<file path="config.mk">
export PLATFORM = sky130hd
export DESIGN_NAME = uart_ctrl
export DESIGN_NICKNAME = d
export VERILOG_FILES = /design/src/rtl/uart_ctrl.sv
export SDC_FILE = /design/constraint.sdc
export NUM_CORES = 1
export LEC_CHECK = 0
export ABC_AREA = 0
export BUFFER_PORTS_ARGS = -buffer_cell sky130_fd_sc_hd__buf_2
export CORE_AREA = 2 2 99 101
export CTS_CLUSTER_SIZE = 12
export DETAILED_ROUTE_END_ITERATION = 8
export DIE_AREA = 0 0 101 103
export GPL_ROUTABILITY_DRIVEN = 0
export MAX_ROUTING_LAYER = met4
export SLEW_MARGIN = 40
export SYNTH_ARGS = -nofsm -noshare
export SYNTH_HDL_FRONTEND = slang
export SYNTH_SLANG_ARGS = --single-unit
</file>
<file path="constraint.sdc">
create_clock -name clk -period 2.3 [get_ports clk]
set_input_delay 0.115 -clock clk [delete_from_list [all_inputs] [get_ports clk]]
set_output_delay 0.115 -clock clk [all_outputs]
set_load 0.03 [all_outputs]
</file>
<file path="src/rtl/uart_ctrl.sv">
// uart_ctrl: memory-mapped 8N1 UART for the CPU peripheral bus.
//
// Registers (only full 32-bit addresses decode; everything else reads 0):
//   0x40000018 TXD  write starts a frame (ignored while busy), reads last byte
//   0x4000001C RXD  last received byte (read clears RXFULL)
//   0x40000020 CON  {FERR, TXBUSY, RXFULL, TXDONE, RXIE, TXIE}
//                   Bits [1:0] are writable. A read clears TXDONE and FERR.
//
// Ports:
//   reset   asynchronous, active-low
//   clk     system clock, rising edge
//   rd/wr   bus strobes; addr/wdata byte address and write data
//   rdata   combinational read data, 0 when rd=0
//   UART_RX serial input (asynchronous); UART_TX serial output, idle high
//   irq     level interrupt (TXIE & TXDONE) | (RXIE & RXFULL)
module uart_ctrl #(
  parameter int CLK_FREQ = 50_000_000,
  parameter int BAUD     = 9600
) (
  input  logic        reset,
  input  logic        clk,
  input  logic        rd,
  input  logic        wr,
  input  logic [31:0] addr,
  input  logic [31:0] wdata,
  output logic [31:0] rdata,
  input  logic        UART_RX,
  output logic        UART_TX,
  output logic        irq
);
  localparam int DIV = CLK_FREQ / BAUD;
  localparam int CW  = $clog2(DIV + 1);
  localparam logic [CW-1:0] DIV_LAST  = CW'(DIV - 1);
  localparam logic [CW-1:0] HALF_LAST = CW'(DIV / 2 - 1);
  // The stop bit runs one extra cycle so the idle/done transition lines up
  // with the registered line output, which lags the FSM by one cycle.
  localparam logic [CW-1:0] STOP_LAST = CW'(DIV);

  localparam logic [31:0] A_TXD = 32'h4000_0018;
  localparam logic [31:0] A_RXD = 32'h4000_001C;
  localparam logic [31:0] A_CON = 32'h4000_0020;

  typedef enum logic [1:0] {TX_IDLE, TX_START, TX_DATA, TX_STOP} tx_state_t;
  typedef enum logic [1:0] {RX_IDLE, RX_START, RX_DATA, RX_STOP} rx_state_t;

  logic wr_txd, wr_con, rd_con, rd_rxd;
  assign wr_txd = wr && (addr == A_TXD);
  assign wr_con = wr && (addr == A_CON);
  assign rd_con = rd && (addr == A_CON);
  assign rd_rxd = rd && (addr == A_RXD);

  logic unused_wdata;
  assign unused_wdata = ^wdata[31:8];

  logic [7:0] txd, rxd;
  logic       txie, rxie, tx_done, rx_full, ferr;

  // ---------------- transmitter ----------------
  tx_state_t     tx_state, tx_state_nx;
  logic [CW-1:0] tx_cnt, tx_cnt_nx;
  logic [2:0]    tx_bit, tx_bit_nx;
  logic          tx_load, tx_fin, tx_line_nx, tx_busy;

  assign tx_busy = (tx_state != TX_IDLE);

  always_comb begin
    tx_state_nx = tx_state;
    tx_cnt_nx   = tx_cnt + 1'b1;
    tx_bit_nx   = tx_bit;
    tx_load     = 1'b0;
    tx_fin      = 1'b0;
    case (tx_state)
      TX_IDLE: begin
        tx_cnt_nx = '0;
        if (wr_txd) begin
          tx_load     = 1'b1;
          tx_state_nx = TX_START;
        end
      end
      TX_START: begin
        if (tx_cnt == DIV_LAST) begin
          tx_cnt_nx   = '0;
          tx_bit_nx   = 3'd0;
          tx_state_nx = TX_DATA;
        end
      end
      TX_DATA: begin
        if (tx_cnt == DIV_LAST) begin
          tx_cnt_nx = '0;
          if (tx_bit == 3'd7) tx_state_nx = TX_STOP;
          else                tx_bit_nx   = tx_bit + 3'd1;
        end
      end
      TX_STOP: begin
        if (tx_cnt == STOP_LAST) begin
          tx_cnt_nx   = '0;
          tx_fin      = 1'b1;
          tx_state_nx = TX_IDLE;
        end
      end
      default: begin
        tx_cnt_nx   = '0;
        tx_state_nx = TX_IDLE;
      end
    endcase
  end

  // Line level for the current state; registered so UART_TX is glitch-free.
  always_comb begin
    tx_line_nx = 1'b1;
    if (tx_state == TX_START)     tx_line_nx = 1'b0;
    else if (tx_state == TX_DATA) tx_line_nx = txd[tx_bit];
  end

  always_ff @(posedge clk or negedge reset) begin
    if (!reset) begin
      tx_state <= TX_IDLE;
      tx_cnt   <= '0;
      tx_bit   <= '0;
      UART_TX  <= 1'b1;
    end else begin
      tx_state <= tx_state_nx;
      tx_cnt   <= tx_cnt_nx;
      tx_bit   <= tx_bit_nx;
      UART_TX  <= tx_line_nx;
    end
  end

  // ---------------- receiver ----------------
  logic rx_s1, rx_s2, rx_prev;

  rx_state_t     rx_state, rx_state_nx;
  logic [CW-1:0] rx_cnt, rx_cnt_nx;
  logic [2:0]    rx_bit, rx_bit_nx;
  logic [7:0]    rx_shift, rx_shift_nx;
  logic          rx_done, rx_ferr;

  always_comb begin
    rx_state_nx = rx_state;
    rx_cnt_nx   = rx_cnt + 1'b1;
    rx_bit_nx   = rx_bit;
    rx_shift_nx = rx_shift;
    rx_done     = 1'b0;
    rx_ferr     = 1'b0;
    case (rx_state)
      RX_IDLE: begin
        rx_cnt_nx = '0;
        if (rx_prev && !rx_s2) rx_state_nx = RX_START;
      end
      RX_START: begin
        // Re-check at mid start bit; a high line here was only a glitch.
        if (rx_cnt == HALF_LAST) begin
          rx_cnt_nx = '0;
          rx_bit_nx = 3'd0;
          rx_state_nx = rx_s2 ? RX_IDLE : RX_DATA;
        end
      end
      RX_DATA: begin
        if (rx_cnt == DIV_LAST) begin
          rx_cnt_nx   = '0;
          rx_shift_nx = {rx_s2, rx_shift[7:1]};
          if (rx_bit == 3'd7) rx_state_nx = RX_STOP;
          else                rx_bit_nx   = rx_bit + 3'd1;
        end
      end
      RX_STOP: begin
        if (rx_cnt == DIV_LAST) begin
          rx_cnt_nx   = '0;
          rx_done     = rx_s2;
          rx_ferr     = !rx_s2;
          rx_state_nx = RX_IDLE;
        end
      end
      default: begin
        rx_cnt_nx   = '0;
        rx_state_nx = RX_IDLE;
      end
    endcase
  end

  always_ff @(posedge clk or negedge reset) begin
    if (!reset) begin
      rx_s1    <= 1'b1;
      rx_s2    <= 1'b1;
      rx_prev  <= 1'b1;
      rx_state <= RX_IDLE;
      rx_cnt   <= '0;
      rx_bit   <= '0;
      rx_shift <= '0;
    end else begin
      rx_s1    <= UART_RX;
      rx_s2    <= rx_s1;
      rx_prev  <= rx_s2;
      rx_state <= rx_state_nx;
      rx_cnt   <= rx_cnt_nx;
      rx_bit   <= rx_bit_nx;
      rx_shift <= rx_shift_nx;
    end
  end

  // ---------------- registers and flags ----------------
  // Hardware set events take priority over read-side clears.
  always_ff @(posedge clk or negedge reset) begin
    if (!reset) begin
      txd     <= '0;
      rxd     <= '0;
      txie    <= 1'b0;
      rxie    <= 1'b0;
      tx_done <= 1'b0;
      rx_full <= 1'b0;
      ferr    <= 1'b0;
    end else begin
      if (tx_load) txd <= wdata[7:0];
      if (wr_con) begin
        txie <= wdata[0];
        rxie <= wdata[1];
      end
      if (tx_fin)      tx_done <= 1'b1;
      else if (rd_con) tx_done <= 1'b0;
      if (rx_ferr)     ferr <= 1'b1;
      else if (rd_con) ferr <= 1'b0;
      if (rx_done) begin
        rxd     <= rx_shift;
        rx_full <= 1'b1;
      end else if (rd_rxd) begin
        rx_full <= 1'b0;
      end
    end
  end

  always_comb begin
    rdata = '0;
    if (rd) begin
      case (addr)
        A_TXD:   rdata = {24'b0, txd};
        A_RXD:   rdata = {24'b0, rxd};
        A_CON:   rdata = {26'b0, ferr, tx_busy, rx_full, tx_done, rxie, txie};
        default: rdata = '0;
      endcase
    end
  end

  assign irq = (txie & tx_done) | (rxie & rx_full);

endmodule

</file>
==> flow_metrics.py <==
metrics = {
    "floorplanning": {
        "start_util_pct": 38.97,
        "die-area_um2": 10400,
        "core_um2": 9459,
        "ios": 103,
        "die_h_um": 103,
        "die_w_um": 101,
        "rows": 36,
    },
    "sta": {
        "fmax_mhz": 469.3,
        "grt_setup_unrepaired": "false",
        "fin_hold_ws_ps": 21.24,
        "fin_crit_ps": 2131,
        "hold_viol": 0,
        "finalCritPeriodShare_pct": 92.64,
        "skew_ps": 12.50,
        "slew_viol_final": 0,
        "finalSetupViolCount": 0,
        "tns_ps": 0,
    },
    "synth": {
        "ys_ff_latch": 69,
        "ys_types": 48,
        "async_flop_share_pct": 100.0,
        "syn_area_um2": 3686,
        "seq_area_frac_synth_pct": 46.98,
        "synthFlopType": "dfrtp_1",
        "ys_warn_count": 0,
        "synth_top_area_cell": "dfrtp_1",
        "synth_edf_count": 0,
        "synth.most_common_cell": "dfrtp_1",
        "synth_top_cell_area_share_pct": 44.13,
        "synth_area_leaders": "dfrtp_1 44%, mux2_2 9.2%, buf_4 5.1%, nor2_1 5.0%, ha_1 4.1%",
        "syn_area_per_cell_um2": 10.91,
        "syn_inst": 338,
        "synth_top_cells_by_count": "65 x dfrtp_1, 49 x nor2_1, 30 x mux2_2, 25 x buf_4, 17 x nand2_1",
    },
    "place": {
        "dp_hpwl_um": 5258,
        "port_buffers": 54,
        "placed_cells": 509,
    },
    "clocking": {
        "cts_setup_buffers": 0,
        "root_buffer": "clkbuf_8",
        "h-tree-depth": 3,
        "insertion_delay_ps": 340,
        "path_clk_slew_ps": 70,
        "cts_buffers": 9,
        "clock-sinks": 69,
        "cts_buffer_depth": 2,
        "cts_tree": "yes",
    },
    "power_and_ir_drop": {
        "power.total_mw": 2.902,
        "ir_worst_vdd_uv": 428.5,
        "p_per_area_nw_per_um2": 665.0,
        "p_leak_nw": 2.050,
    },
    "detailed_routing": {
        "vias_per_cell": 4.847,
        "ant_nets": 0,
        "routed_wl_um": 7219,
        "firstDrtPassIters": 6,
        "drt_iter0_markers": 74,
        "vias": 2559,
        "routedWlPerCell_um": 13.67,
        "drc_errors": 0,
    },
    "finish": {
        "drive_gt1_share_pct": 29.95,
        "syn_to_final_growth_pct": 18.36,
        "nFillCells": 877,
        "nets": 490,
        "n_antenna_cell": 0,
        "fin_cells": 528,
    },
    "worst_setup_path": {
        "r2r_end": "tx_state[1]",
        "path_cells": "nand4bb_1, or4_1, a21oi_4, o221a_4, mux2_4",
        "cp_max_fo": 6,
        "worstSetupEndpoint": "tx_state[1]",
        "cp_slowest_cell": "or4_1",
        "start_kind": "flop",
        "crit_path_end_kind": "flop",
        "cp.required_ps": 2520,
        "reg2reg_from": "tx_cnt[9]",
        "cp.arrival_ps": 2350,
        "startpoint": "tx_cnt[9]",
        "slowest_delay_ps": 670,
        "critical_path_class": "flop to flop",
        "regToRegSetupSlack_ps": 170,
        "r2r_cells": 5,
    },
    "run_status": {
        "status": "finished clean",
    },
    "global_routing": {
        "grt_max_degree": 70,
        "grt_pass1_wl_um": 11450,
        "antenna_found_initial": 0,
        "track_usage_pct": 14.59,
        "grt_pass1_vias": 2430,
        "overflow": 0,
    },
    "run": {
        "maxCapViolations": 0,
    },
    "worst_hold_path": {
        "hp-class": "primary input to flop",
    },
}
[stage by stage]
stage               cell area, um2  util (%)  worst slack [ps]
global placement              4063     42.95             170.3
floorplan                     3772         -             315.0
detailed placement            4063     42.95             159.1
CTS                           4362     46.11             155.5
finish                        4363     46.12             169.2
global route                  4363     46.12             41.61
[routing by layer]
layer	vias up	GRT usage [%]	wire length, um
met5	-	-	0
met4	0	4.054	56
met3	7	4.203	461
met2	88	24.46	3382
met1	1182	17.29	3318
li1	1282	-	-
[layout make-up]
type | instances | area (um2) | share of cell area [%]
Tap cell | 114 | 142.6 | 3.269
Sequential cell | 69 | 1732 | 39.69
Clock buffer | 9 | 123.9 | 2.839
Timing Repair Buffer | 67 | 387.9 | 8.890
Clock inverter | 7 | 145.1 | 3.327
Inverter | 10 | 37.54 | 0.8603
Multi-Input combinational cell | 252 | 1794 | 41.12
[state kept, by name, summed over array words and instances, names as in the netlist, named ones only]
| register | flops |
|---|---|
| rx_state | 1 |
| rx_bit | 3 |
| UART_TX | 1 |
| tx_done | 1 |
| txie | 1 |
| rx_cnt | 13 |
| txd | 8 |
| rxd | 8 |
| ferr | 1 |
| tx_bit | 3 |
| tx_state | 2 |
| tx_cnt | 13 |
| rx_shift | 8 |
| rxie | 1 |
| rx_prev | 1 |
| rx_s2 | 1 |
| rx_s1 | 1 |
| rx_full | 1 |
[layout by cell type, fill, tap and decap left out, drive strengths merged, types with 10 or more instances in the layout]
cell / Yosys / final
nor4: 10 / 10
dfrtp: 65 / 65
mux2: 31 / 31
ha: 12 / 12
xor2: 14 / 14
nor2: 49 / 49
conb: 1 / 24
inv: 10 / 11
nand2: 17 / 17
buf: 28 / 64
[worst min path at each step]
stage,cells past startpoint,end,slack [ps],startpoint
floorplan,0,async pin,-180,reset
CTS,2,txd[4],2,wdata[4]
finish,2,txd[4],20,wdata[4]
global route,2,txd[6],2,wdata[6]
global placement,2,rx_cnt[9],170,reset
detailed placement,2,rx_cnt[9],170,reset
[power by group]
part	total (mW)	internal (mW)	switching (mW)
Sequential	1.30	1.25	0.0508
Clock	1.31	0.835	0.476
Combinational	0.291	0.108	0.183
[worst max-delay path, delay by kind of cell (launching register included)]
| family | cells | cell delay, ps |
|---|---|---|
| DFF | 1 | 420 |
| AOI/OAI and AO/OA | 2 | 430 |
| muxes | 1 | 290 |
| and+or+nand+nor | 2 | 890 |
[what timing repair did]
action                                  in CTS  in global routing
endpoints found under the setup margin       0                  1
gates resized for setup                      0                  1
endpoints found under the hold margin       67                  0
hold buffers                                 3                  0
[cells by family (layout without fill, tap and decap cells)]
family,after synthesis,after routing,synth area share (%)
and+or+nand+nor,127,127,18.26
DFF,69,69,46.98
muxes,42,42,13.24
buffers and inverters,40,93,6.721
AOI/OAI and AO/OA,25,25,5.397
xor gates and xnor gates,22,22,5.228
adders and majority gates,12,12,4.073
other,1,24,0.1017
Note: power is estimated with default switching activity, not from simulation.
